[config.mk]
export PLATFORM = sky130hd
export DESIGN_NAME = sync_link_ctrl
export DESIGN_NICKNAME = d
export VERILOG_FILES = /design/src/rtl/sync_link_ctrl_pkg.sv /design/src/rtl/sync_link_ctrl_timeout_cnt.sv /design/src/rtl/sync_link_ctrl.sv
export SDC_FILE = /design/constraint.sdc
export NUM_CORES = 1
export LEC_CHECK = 0
export BUFFER_PORTS_ARGS = -buffer_cell sky130_fd_sc_hd__clkbuf_2
export CAP_MARGIN = 20
export CORE_UTILIZATION = 30
export CTS_BUF_LIST = sky130_fd_sc_hd__clkbuf_2
export CTS_CLUSTER_SIZE = 30
export DETAILED_ROUTE_END_ITERATION = 10
export PLACE_DENSITY_LB_ADDON = 0.15
export SLEW_MARGIN = 40
export SYNTH_ARGS = -nofsm -noshare
export SYNTH_HDL_FRONTEND = slang
export SYNTH_SLANG_ARGS = --single-unit
[constraint.sdc]
create_clock -name clk_4f -period 1.25 [get_ports clk_4f]
set_input_delay 0.1875 -clock clk_4f [delete_from_list [all_inputs] [get_ports clk_4f]]
set_output_delay 0.1875 -clock clk_4f [all_outputs]
set_load 0.01 [all_outputs]
[src/rtl/sync_link_ctrl_pkg.sv]
// Shared definitions for the byte-lane sync controller: lane state encoding and default comma symbol.
package sync_link_ctrl_pkg;

  typedef enum logic [1:0] {
    LOS   = 2'd0,
    ACQ   = 2'd1,
    SYNC  = 2'd2,
    CHECK = 2'd3
  } link_state_e;

  localparam logic [7:0] COMMA_DEF = 8'hBC;

  function automatic logic is_locked(input link_state_e s);
    return (s == SYNC) || (s == CHECK);
  endfunction

endpackage

[src/rtl/sync_link_ctrl_timeout_cnt.sv]
// Acquisition watchdog: counts enabled cycles, flags terminal count combinationally and wraps to 0.
module link_timeout_cnt #(
  parameter int TIMEOUT = 64
) (
  input  logic clk_4f,
  input  logic reset,
  input  logic clr,
  input  logic en,
  output logic tc
);

  localparam int TW = (TIMEOUT > 1) ? $clog2(TIMEOUT) : 1;
  localparam logic [TW-1:0] TC_VAL = TW'(TIMEOUT - 1);

  logic [TW-1:0] to_cnt;

  // tc does not depend on clr, so the caller may derive clr from its next state
  assign tc = en && (to_cnt == TC_VAL);

  always_ff @(posedge clk_4f or negedge reset) begin
    if (!reset)
      to_cnt <= '0;
    else if (clr || tc)
      to_cnt <= '0;
    else if (en)
      to_cnt <= to_cnt + TW'(1);
  end

endmodule

[src/rtl/sync_link_ctrl.sv]
// Byte-lane comma lock controller with loss hysteresis and acquisition timeout.
// Optional saturating error counter enabled by defining SYNC_LINK_ERR_COUNT_EN.
module sync_link_ctrl
  import sync_link_ctrl_pkg::*;
#(
  parameter int                DATA_W     = 8,
  parameter logic [DATA_W-1:0] COMMA      = COMMA_DEF,
  parameter int                ACQ_COUNT  = 4,
  parameter int                LOSS_COUNT = 3,
  parameter int                GOOD_COUNT = 2,
  parameter int                TIMEOUT    = 64,
  parameter int                ERR_W      = 8
) (
  input  logic              clk_4f,
  input  logic              reset,
  input  logic [DATA_W-1:0] data_in,
  input  logic              active_in,
  input  logic              err_in,
  output logic [DATA_W-1:0] data_out,
  output logic              valid_out,
  output logic              sync_ok,
  output logic [1:0]        state_o,
  output logic              resync_req
`ifdef SYNC_LINK_ERR_COUNT_EN
  ,
  output logic [ERR_W-1:0]  err_cnt,
  input  logic              err_clr
`endif
);

  localparam int AW = $clog2(ACQ_COUNT + 1);
  localparam int BW = $clog2(LOSS_COUNT + 1);
  localparam int GW = $clog2(GOOD_COUNT + 1);
  localparam logic [AW-1:0] ACQ_LAST  = AW'(ACQ_COUNT - 1);
  localparam logic [BW-1:0] LOSS_LAST = BW'(LOSS_COUNT - 1);
  localparam logic [GW-1:0] GOOD_LAST = GW'(GOOD_COUNT - 1);

  link_state_e       state_q, state_d;
  logic [AW-1:0]     acq_cnt, acq_d;
  logic [BW-1:0]     bad_cnt, bad_d;
  logic [GW-1:0]     good_cnt, good_d;
  logic              bad, comma, good, locked, fwd, tc, lol, to_en, to_clr;
  logic [DATA_W-1:0] data_p1;
  logic              vld_p1, sync_p1, rs_p1;

  assign bad    = !active_in || err_in;
  assign good   = !bad;
  assign comma  = good && (data_in == COMMA);
  assign locked = is_locked(state_q);
  assign fwd    = locked && good && (data_in != COMMA);
  assign lol    = (state_q == CHECK) && (state_d == LOS);
  assign to_en  = !locked;
  assign to_clr = locked || (state_d == SYNC);

  link_timeout_cnt #(.TIMEOUT(TIMEOUT)) u_timeout (
    .clk_4f (clk_4f),
    .reset  (reset),
    .clr    (to_clr),
    .en     (to_en),
    .tc     (tc)
  );

  always_comb begin
    state_d = state_q;
    acq_d   = acq_cnt;
    bad_d   = bad_cnt;
    good_d  = good_cnt;
    case (state_q)
      LOS: if (comma) begin
        state_d = ACQ;
        acq_d   = AW'(1);
      end
      ACQ: if (comma) begin
        if (acq_cnt == ACQ_LAST) begin
          state_d = SYNC;
          acq_d   = '0;
        end else begin
          acq_d = acq_cnt + AW'(1);
        end
      end else begin
        state_d = LOS;
        acq_d   = '0;
      end
      SYNC: if (bad) begin
        state_d = CHECK;
        bad_d   = BW'(1);
        good_d  = '0;
      end
      CHECK: if (bad) begin
        good_d = '0;
        if (bad_cnt == LOSS_LAST) begin
          state_d = LOS;
          bad_d   = '0;
        end else begin
          bad_d = bad_cnt + BW'(1);
        end
      end else if (good_cnt == GOOD_LAST) begin
        state_d = SYNC;
        bad_d   = '0;
        good_d  = '0;
      end else begin
        good_d = good_cnt + GW'(1);
      end
      default: state_d = LOS;
    endcase
    // A stalled acquisition restarts from scratch even if this byte is a comma
    if (tc) begin
      state_d = LOS;
      acq_d   = '0;
    end
  end

  always_ff @(posedge clk_4f or negedge reset) begin
    if (!reset) begin
      state_q  <= LOS;
      acq_cnt  <= '0;
      bad_cnt  <= '0;
      good_cnt <= '0;
    end else begin
      state_q  <= state_d;
      acq_cnt  <= acq_d;
      bad_cnt  <= bad_d;
      good_cnt <= good_d;
    end
  end

  // ---- stage p1: registered forwarded byte and status ----
  always_ff @(posedge clk_4f or negedge reset) begin
    if (!reset) begin
      data_p1 <= '0;
      vld_p1  <= 1'b0;
      sync_p1 <= 1'b0;
      rs_p1   <= 1'b0;
    end else begin
      vld_p1  <= fwd;
      sync_p1 <= locked;
      rs_p1   <= tc;
      if (fwd)
        data_p1 <= data_in;
    end
  end

  assign data_out   = data_p1;
  assign valid_out  = vld_p1;
  assign sync_ok    = sync_p1;
  assign resync_req = rs_p1;
  assign state_o    = state_q;

`ifdef SYNC_LINK_ERR_COUNT_EN
  logic [ERR_W-1:0] err_q;
  logic [1:0]       err_step;

  function automatic logic [ERR_W-1:0] sat_add(input logic [ERR_W-1:0] a, input logic [1:0] step);
    logic [ERR_W+1:0] sum;
    sum = {2'b00, a} + (ERR_W + 2)'(step);
    if (sum > {2'b00, {ERR_W{1'b1}}})
      return {ERR_W{1'b1}};
    return sum[ERR_W-1:0];
  endfunction

  // A loss-of-lock byte is both a bad byte and a lock event, so it scores twice
  assign err_step = {1'b0, locked && bad} + {1'b0, lol};

  always_ff @(posedge clk_4f or negedge reset) begin
    if (!reset)
      err_q <= '0;
    else if (err_clr)
      err_q <= '0;
    else
      err_q <= sat_add(err_q, err_step);
  end

  assign err_cnt = err_q;
`endif

endmodule
* Word-level counts from Yosys, hierarchy flattened *
Index checks and enable logic that the tools add are counted.

operators by class
  add/sub/neg operators = 4
  equal/unequal tests = 14
  muxes and demuxes = 25
  reduce and logical (&&, ||, !) cells = 17

operators by type and width
  cell                   count
  $mux W2                15
  $mux W3                4
  $mux W6                2
  $eq A2 B2 Y1 const B   4
  $eq A8 B8 Y1 const B   1
  $ne A8 B8 Y1 const B   1
  $pmux W2 S2            2
  $pmux W2 S4            1
  $add A6 B1 Y6 const B  1
  $eq A6 B6 Y1 const B   1
  $pmux W3 S2            1
  $add A2 B1 Y2 const B  2
  $eq A2 B1 Y1 const B   2
  $logic_and A1 B1 Y1    4
  $logic_or A1 B1 Y1     4
  $reduce_and A2 Y1      2
  $add A3 B1 Y3 const B  1
  $eq A3 B2 Y1 const B   1
  $logic_not A1 Y1       3
  $ne A3 B2 Y1 const B   1
  $ne A3 B3 Y1 const B   1
  $reduce_and A3 Y1      1
  $reduce_bool A3 Y1     1
  $logic_not A2 Y1       1
  other kinds (3)        3

word-level totals
  register bits = 26
  input bits = 12
  logic and storage cells = 69

* Depth between registers and ports, before layout *
Gate-level depths: netlist (run 1).

  word-level depth = 11
  mapped depth = 5

* By module *
Synthesis (run 1) repeated with hierarchy kept, for this count alone.

unflattened totals
  cell total of the unflattened synthesis = 107
  area total of the unflattened synthesis = 1,178.6 um^2

modules (own cells, without submodules)
  module            instances  cells an instance  area an instance (um^2)  seq. area each (um^2)
  sync_link_ctrl    1          80                 890.9                    500.5
  link_timeout_cnt  1          27                 287.8                    150.1

* Least setup slack after synthesis (run 1) *
Ideal clock, no wire load.

  path kind = flip-flop to flip-flop
  from = register state_q[1] (netlist: state_o[1])
  to = register data_p1[0] (netlist: data_out[0])
  setup time = 125 ps
  data arrival time = 1,292 ps
  required time = 1,125 ps
  slack = -167 ps
  cell stages (with the launch flop) = 4
  path buffers = 0
  clock period less this slack = 1,417 ps
  path through = dfrtp_1 > inv_1 > nor3_4 > mux2_2

on the way
  word-level cells in the longest chain between the ends = 4
  elaborated cells on any way between the ends = 5

RTL lines
  element                              RTL line                  RTL
  from (decl)                          sync_link_ctrl.sv:38      link_state_e state_q, state_d;
  from (signal assigned)               sync_link_ctrl.sv:120     state_q <= state_d;
  $eq A2 B2 Y1                         sync_link_ctrl_pkg.sv:14  return (s == SYNC) || (s == CHECK);
  $logic_or A1 B1 Y1 *                 sync_link_ctrl_pkg.sv:14
  $logic_and A1 B1 Y1 * (2 in series)  sync_link_ctrl.sv:50      assign fwd = locked && good && (data_in != COMMA);
  net fwd                              sync_link_ctrl.sv:42      logic bad, comma, good, locked, fwd, tc, lol, to_en, to_clr;
  to (signal assigned)                 sync_link_ctrl.sv:139     data_p1 <= data_in;
  to (decl)                            sync_link_ctrl.sv:43      logic [DATA_W-1:0] data_p1;

The timed path passes the listed nets; every way through them passes the cells marked *.
A chain may end at the register's enable or synchronous reset.

* Worst setup path in the final report (run 1) *
  from = register acq_cnt[0]
  to = register state_q[1] (netlist: state_o[1])

on the way
  word-level cells in the longest chain between the ends = 5

RTL lines
  element                 RTL line               RTL
  from (decl)             sync_link_ctrl.sv:39   logic [AW-1:0] acq_cnt, acq_d;
  from (signal assigned)  sync_link_ctrl.sv:121  acq_cnt <= acq_d;
  $eq A3 B2 Y1            sync_link_ctrl.sv:74   if (acq_cnt == ACQ_LAST) begin
  $mux W2                 sync_link_ctrl.sv:74
  $mux W2                 sync_link_ctrl.sv:73   ACQ: if (comma) begin
  $pmux W2 S4             sync_link_ctrl.sv:68   case (state_q)
  $mux W2                 sync_link_ctrl.sv:107  if (tc) begin
  net state_d[1]          sync_link_ctrl.sv:38

The timed path passes the listed nets, and every way through them passes these cells.

==> metrics, run 1 <==
status complete, but fails checks; failing checks negative setup slack; Port Buf Inserts 24; Clock transition at path regs 0.24 ns; Overall Power 0.00132 W; FF-to-FF setup slack -0.06 ns; PwrDens 687 mW/mm^2; Fin. Hold Viols 0; Yosys reg bits 26; cell count after synthesis 106; Die X 65.1 um; first-pass GRT wire length 4.28 mm; syn_nets 120; row cnt 22; post-layout util 51.1%; layout cells sized above 1 57.1%; vias per std cell 4.73; min Tclk post-route 1.31 ns; Clock Tree Root clkbuf_2; post-synthesis sequential area ratio 54.5%; CTS buffer count 3; detailed router's first-iteration violation count 16; hold_sp data_in[5]; max_cap viols 0; vias post-DR 1021; peak supply drop 386 uV; skew final 0.00332 ns; worst hold path class in -> reg; Worst Hold End data_out[5]; Final GP Congestion 0.786; dpl ws -0.163 ns; RSZ-0062 raised after global routing true; r2r worst-path depth 5; Leak 0.908 nW; measured slew at the worst slew-check pin 0.449 ns; H-tree depth 1; # IOs 25; CP max stage cell dfrtp_1; Die Ht 65.1 um; WP data required 1.57 ns; initial antenna violation count 0; core area 0.00374 sq mm; delay of the slowest critical-path stage 0.41 ns; Setup crit end kind flop; grt total ovfl 0; total die area 0.00424 sq mm; vias in the first global route 993; Post-Route WL 2.79 mm; syn avg cell area 11.3 sq um; period utilisation layout 105%; Worst slew margin 70.0%; Final WS setup -0.0627 ns; Area Growth Syn to Fin 60.1%; first-pass iteration count of the detailed router 4; maximum clock rate 0.762 GHz; Arr. time, crit path 1.63 ns; WL/cell 12.9 um; r2r endpoint state_o[1]; Slew Limit Fails 0; n_diodes 0; clock buffer depth 2; Total Nets Final 183; worst hold stages 2; CP cell instances ha_2 > nand3b_1 > nor4_4 > buf_4 > a22o_1; CP Buf/Inv Count 1; origin of the critical flop-to-flop path acq_cnt[0]; Post-DRT Antenna Nets 0; Syn Std Cell Area 0.00119 sq mm; drc violations 0; Total Routing Usage GR 13.5%; Cell variety after synth 31; final setup fails 12; synthesis warning total 0; crit path kind reg -> reg; Initial Util 31.9%; Post-DP HPWL 1.95 mm; largest net degree at the start of global routing 15; CTS tree built; fill count 359; Clk Latency, worst-skew pair 0.36 ns; maximum fanout along the worst path 3; CP startpoint kind flop; cell family with most CP delay flip-flops; TritonCTS Sinks 26
==> cells in the final DEF, fill, tap and decap left out, drive strengths merged, types with 3 or more instances in the layout <==
master	Yosys	routed
nand2	7	7
inv	3	3
clkbuf	4	27
nor2	7	7
dfrtp	26	26
nand2b	4	4
o21ai	3	3
nor3	5	5
buf	0	38
mux2	8	8
a21oi	6	6
nand3	7	7
xor2	3	3
==> repair_timing <==
item,in CTS,in global routing
endpoints found under the setup margin,11,23
hold buffers,1,0
cloned,0,1
pin swaps,2,10
endpoints found under the hold margin,12,0
buffers inserted,3,7
resized for setup,8,31
==> stage by stage <==
step / cells / hold slack [ns] / setup TNS, ns / area (sq um)
2_1_floorplan: 106 / -0.108 / -0.441 / 1220
3_3_place_gp: 201 / 0.114 / -1.09 / 1600
3_5_place_dp: 201 / 0.123 / -1.91 / 1600
4_1_cts: 209 / 0.0207 / -0.488 / 1690
5_1_grt: 216 / 0.0150 / -1.93 / 1910
6_report: 216 / 0.0528 / -0.397 / 1910
==> sequential cells by signal (all words and copies together), names as in the netlist <==
register and cells:
good_cnt 2, resync_req 1, acq_cnt 3, data_out 8, u_timeout.to_cnt 6, valid_out 1
state_o 2, sync_ok 1, bad_cnt 2
==> cells in the mapped netlist <==
library cell  number  area share, %
dfrtp_1           26             54
mux2_2             8            7.5
nand2_1            7            2.2
nand3_1            7            2.9
nor2_1             7            2.2
a21oi_1            6            2.5
nand2b_1           4            2.1
clkbuf_1           3           0.94
inv_1              3           0.94
nor3_1             3            1.3
o21ai_0            3            1.3
xor2_1             3            2.2
a31oi_1            2            1.0
and3_1             2            1.0
ha_1               2            2.1
nand3b_1           2            1.3
nand4b_1           2            1.5
nor2b_1            2            1.0
nor3_4             2            2.7
a211oi_1           1           0.63
a221o_1            1           0.84
a22o_1             1           0.73
a32o_1             1           0.84
clkbuf_2           1           0.42
nand4bb_1          1           0.94
nor4_2             1            1.0
nor4b_1            1           0.73
o22ai_1            1           0.52
o2bb2ai_1          1           0.73
o31ai_1            1           0.63
xnor2_1            1           0.73
==> metal layers <==
layer  share of wire (%)  global-route usage [%]
met4                 1.5                    6.52
met3                 3.8                    2.60
met5                   0                       0
met2                  50                    24.2
met1                  45                    15.4
==> cell families (layout without fill, tap and decap cells) <==
group	count (synthesis)	after routing	synth area share, %
and+or+nand+nor	41	41	20.9
DFF	26	26	54.4
AOI/OAI and AO/OA	18	18	9.74
muxes	8	8	7.54
buffers and inverters	7	69	2.30
xor gates and xnor gates	4	4	2.93
adders and majority gates	2	2	2.09
==> power breakdown <==
| part | internal, W | switching (W) |
|---|---|---|
| sequential | 0.000855 | 0.00000721 |
| clock | 0.0000844 | 0.000251 |
| combinational | 0.0000593 | 0.0000582 |
| total | 0.000999 | 0.000316 |
==> worst max path at each step <==
stage          slack, ns  cells after the start             endpoint        from
6_report           -0.06                      5           state_o[1]  acq_cnt[0]
5_1_grt            -0.18                      5           state_o[1]  acq_cnt[0]
4_1_cts            -0.07                      5  u_timeout.to_cnt[2]  acq_cnt[0]
3_3_place_gp       -0.13                      6           acq_cnt[2]      err_in
3_5_place_dp       -0.16                      6           acq_cnt[2]      err_in
2_1_floorplan      -0.05                      4          data_out[0]  data_in[6]
==> final cells by class <==
cell class	instances	area [sq um]	share of cell area (%)
Clock buffer	4	20.0	1.05
Inverter	3	11.3	0.589
Multi-Input combinational cell	73	701	36.6
Sequential cell	26	652	34.1
Tap cell	48	60.1	3.14
Timing Repair Buffer	62	469	24.5
(Power assumes the default switching activity.)
==> inputs of run 2 (changes only) <==
CTS_CLUSTER_SIZE = 28   (was 30)
SKIP_CTS_REPAIR_TIMING = 1   (was default)
SYNTH_HIERARCHICAL = 1   (was default)
==> metrics, run 2 <==
Final GP Congestion 0.754; PwrDens 1100 mW/mm^2; syn avg cell area 11.0 sq um; max FFs per register 8; total die area 0.00418 sq mm; Synth area leader dfrtp_1; layout cells sized above 1 53.9%; first-pass GRT wire length 4.57 mm; clock buffer depth 2; Total Routing Usage GR 14.2%; largest net degree at the start of global routing 27; Arr. time, crit path 1.84 ns; min Tclk post-route 1.56 ns; Yosys top cell area share 55.2%; CTS buffer count 3; Fin. Hold Viols 0; RSZ-0062 raised after global routing true; Final WS setup -0.312 ns; Fin Setup TNS -2.84 ns; Total Nets Final 180; CTS tree built; WL/cell 13.0 um; maximum clock rate 0.640 GHz; status complete, but fails checks; most area-consuming cells after synthesis dfrtp_1 55%, mux2_2 7.6%, nand2_1 3.8%; post-synthesis sequential area ratio 55.2%; drc violations 0; Die X 64.7 um; failing checks negative setup slack; measured slew at the worst slew-check pin 0.332 ns; Clock Tree Root clkbuf_2; WP data required 1.52 ns; origin of the critical flop-to-flop path acq_cnt[0]; Post-DP HPWL 1.99 mm; H-tree depth 1; Worst slew margin 77.9%; CP Buf/Inv Count 0; cell count after synthesis 107; detailed router's first-iteration violation count 20; share of flip-flops with an asynchronous set or reset 100%; worst hold stages 2; max_cap viols 0; TritonCTS Sinks 26; synthesis warning total 6; Post-Route WL 2.78 mm; Post-synth top cells 26 x dfrtp_1, 12 x nand2_1, 9 x nor2_1; vias post-DR 1024; worst hold path class in -> reg; CP max stage cell dfrtp_1; delay of the slowest critical-path stage 0.43 ns; vias in the first global route 987; Setup crit end kind flop; final setup fails 20; first-pass iteration count of the detailed router 2; core area 0.00372 sq mm; commonest non-fill, non-tap cell in the layout dfrtp_1; grt total ovfl 0; Clk Latency, worst-skew pair 0.35 ns; Die Ht 64.7 um; row cnt 22; hold_sp data_in[6]; CP cell instances ha_2 > nor2b_4 > nand2_2 > or3_4 > nand2_4 > o21bai_4 > nor2_1; crit path from acq_cnt[0]; # IOs 25; Worst Hold End data_out[6]; peak supply drop 591 uV; vias per std cell 4.81; crit path kind reg -> reg; skew final 0.00699 ns; Leak 0.871 nW; Port Buf Inserts 24; Slew Limit Fails 0; n_diodes 0; most frequent cell after synthesis dfrtp_1; Cell variety after synth 30; Post-synth EDFFs 0; initial antenna violation count 0; r2r worst-path depth 7; period utilisation layout 125%; post-layout util 47.6%; Syn Std Cell Area 0.00118 sq mm; r2r endpoint u_timeout/to_cnt[0]; cell family with most CP delay simple AND/OR/NAND/NOR gates; Area Growth Syn to Fin 50.2%; FF-to-FF setup slack -0.31 ns; Post-DRT Antenna Nets 0; Yosys reg bits 26; commonest cells after routing, fill and taps aside 26 x dfrtp_1, 25 x clkbuf_2, 25 x buf_4; Clock transition at path regs 0.24 ns; maximum fanout along the worst path 4; ys flop type dfrtp_1; CP startpoint kind flop; Initial Util 31.7%; syn_nets 121
[run 2: per-layer routing]
metal	wire length (um)	GRT usage, %	up-vias
met5	0	0	-
met4	40	5.00	0
met3	118	2.46	4
met2	1330	24.3	28
met1	1290	18.0	496
li1	-	-	496
[run 2: how the worst max path moves through the flow]
stage	end	slack, ns	cells past startpoint
after CTS	u_timeout/to_cnt[1]	-0.38	7
final	u_timeout/to_cnt[0]	-0.31	7
after detailed placement	u_timeout/to_cnt[1]	-0.66	7
after global placement	u_timeout/to_cnt[3]	-0.62	7
after floorplan	u_timeout/to_cnt[0]	-0.55	6
after global routing	u_timeout/to_cnt[0]	-0.35	7
[run 2: through the flow]
step / hold WS, ns / instances / setup slack [ns] / power, W / area (sq um)
final: 0.0393 / 213 / -0.312 / 0.00194 / 1770
after global routing: 0.0110 / 213 / -0.346 / 0.00208 / 1770
after CTS: -0.226 / 205 / -0.377 / 0.00186 / 1570
after detailed placement: 0.204 / 201 / -0.661 / 0.00154 / 1550
after floorplan: -0.108 / 107 / -0.547 / 0.00128 / 1190
after global placement: 0.206 / 201 / -0.621 / 0.00152 / 1550
[run 2: area by class of cell]
class | instances | area, sq um
tap | 48 | 60.1
multi-input combinational | 73 | 608
fill | 349 | 1950
clock buffer | 3 | 15.0
inverter | 5 | 23.8
clock inverter | 1 | 3.75
timing repair buffer | 57 | 409
sequential | 26 | 651
[run 2: where the power goes]
part	leakage [nW]	internal, W	switching, W
Sequential	0.334	0.000961	0.0000734
Clock	0.0140	0.0000695	0.000247
Combinational	0.523	0.000340	0.000254
Total	0.871	0.00137	0.000574
[run 2: worst reg2reg max path, stage by stage, from the launching register on]
cell and delay [ns]:
dfrtp_1 0.43, ha_2 0.19, nor2b_4 0.16, nand2_2 0.07, or3_4 0.38, nand2_4 0.07, o21bai_4 0.14, nor2_1 0.06
[run 2: cell families after synthesis]
group / Yosys count / synth area share [%]
adders and majority gates: 2 / 2.12
muxes: 9 / 8.49
buffers and inverters: 8 / 2.55
and+or+nand+nor: 37 / 16.7
DFF: 26 / 55.2
xor gates and xnor gates: 4 / 2.97
AOI/OAI and AO/OA: 21 / 12.0
==> inputs of run 3 (changes only) <==
RECOVER_POWER = 25   (was default)
==> metrics, run 3 (synthesis results as in run 2) <==
grt total ovfl 0; PwrDens 1100 mW/mm^2; Area after DPL 0.00155 sq mm; maximum clock rate 0.640 GHz; vias per std cell 4.81; final setup fails 20; WP data required 1.52 ns; Clk Latency, worst-skew pair 0.35 ns; Final WS setup -0.312 ns; Final GP Congestion 0.754; Leak 0.871 nW; Fin. Hold Viols 0; drc violations 0; max FFs per register 8; Post-DP HPWL 1.99 mm; Die Ht 64.7 um; skew final 0.00699 ns; first-pass GRT wire length 4.57 mm; failing checks negative setup slack; CTS buffer count 3; CTS tree built; min Tclk post-route 1.56 ns; maximum fanout along the worst path 4; Clock transition at path regs 0.24 ns; total die area 0.00418 sq mm; Die X 64.7 um; Arr. time, crit path 1.84 ns; peak supply drop 591 uV; Worst slew margin 56.7%; crit path kind reg -> reg; n_diodes 0; Initial Util 31.7%; vias in the first global route 987; initial antenna violation count 0; commonest cells after routing, fill and taps aside 26 x dfrtp_1, 26 x clkbuf_2, 24 x buf_4; worst hold path class in -> reg; status complete, but fails checks; Placed Instances 201; Post-DRT Antenna Nets 0; Setup crit end kind flop; vias post-DR 1024; period utilisation layout 125%; WL/cell 13.0 um; largest net degree at the start of global routing 27; Post-Route WL 2.78 mm; Total Nets Final 180; CP startpoint kind flop; measured slew at the worst slew-check pin 0.650 ns; TritonCTS Sinks 26; clock buffer depth 2; Total Routing Usage GR 14.2%; layout cells sized above 1 53.9%; Slew Limit Fails 0; RSZ-0062 raised after global routing true; fin cells 213; detailed router's first-iteration violation count 20; # IOs 25; dpl ws -0.661 ns; H-tree depth 1; max_cap viols 0; Clock Tree Root clkbuf_2; core area 0.00372 sq mm; Port Buf Inserts 24; fill count 350; first-pass iteration count of the detailed router 2; row cnt 22; design area 0.00177 sq mm; Area Growth Syn to Fin 50.0%
==> run 3: cell count changes in the layout (fill, tap and decap cells not counted), sizes merged <==
cell / delta
clkbuf: +1
buf: -1
==> run 3: path summary, 6_finish.rpt <==
path                        startpoint             endpoint  slack, ns  cells after the start
min reg2reg                good_cnt[1]          good_cnt[1]       0.54                      2
min                         data_in[6]          data_out[6]       0.04                      2
max in group asynchronous        reset  u_timeout/to_cnt[3]       0.41                      3
max                         acq_cnt[0]  u_timeout/to_cnt[0]      -0.31                      7
min in group asynchronous        reset          good_cnt[0]       0.43                      3
max reg2reg                 acq_cnt[0]  u_timeout/to_cnt[0]      -0.31                      7
==> run 3: layout make-up <==
class / count / area (sq um) / area share [%]
Sequential cell: 26 / 651 / 36.8
Multi-Input combinational cell: 73 / 608 / 34.4
Timing Repair Buffer: 57 / 407 / 23.0
Tap cell: 48 / 60.1 / 3.40
Inverter: 5 / 23.8 / 1.34
Clock buffer: 3 / 15.0 / 0.849
Clock inverter: 1 / 3.75 / 0.212
==> run 3: worst max-delay path, cell delays in order, from the launching register on <==
cell and delay (ns):
dfrtp_1 0.43, ha_2 0.19, nor2b_4 0.16, nand2_2 0.07, or3_4 0.38, nand2_4 0.07, o21bai_4 0.14, nor2_1 0.06
==> run 3: where the power goes <==
| part | internal, W | switching [W] | total, W |
|---|---|---|---|
| registers | 0.000961 | 0.0000734 | 0.00103 |
| logic | 0.000339 | 0.000254 | 0.000593 |
| clock network | 0.0000695 | 0.000247 | 0.000316 |
==> run 3: stage by stage <==
| step | utilization [%] | setup TNS, ns | hold slack [ns] | total power, W |
|---|---|---|---|---|
| floorplan | - | -6.68 | -0.108 | 0.00128 |
| global placement | 41.6 | -9.75 | 0.206 | 0.00152 |
| detailed placement | 41.6 | -10.23 | 0.204 | 0.00154 |
| CTS | 42.1 | -3.94 | -0.226 | 0.00186 |
| global route | 47.6 | -3.53 | 0.0110 | 0.00208 |
| finish | 47.6 | -2.84 | 0.0393 | 0.00194 |
==> run 3: metal layers <==
metal  track usage, %  up-vias  routed length (um)
met1             18.0      496                1290
met2             24.3       28                1330
li1                 -      496                   -
met4             5.00        0                  40
met3             2.46        4                 118
met5                0        -                   0
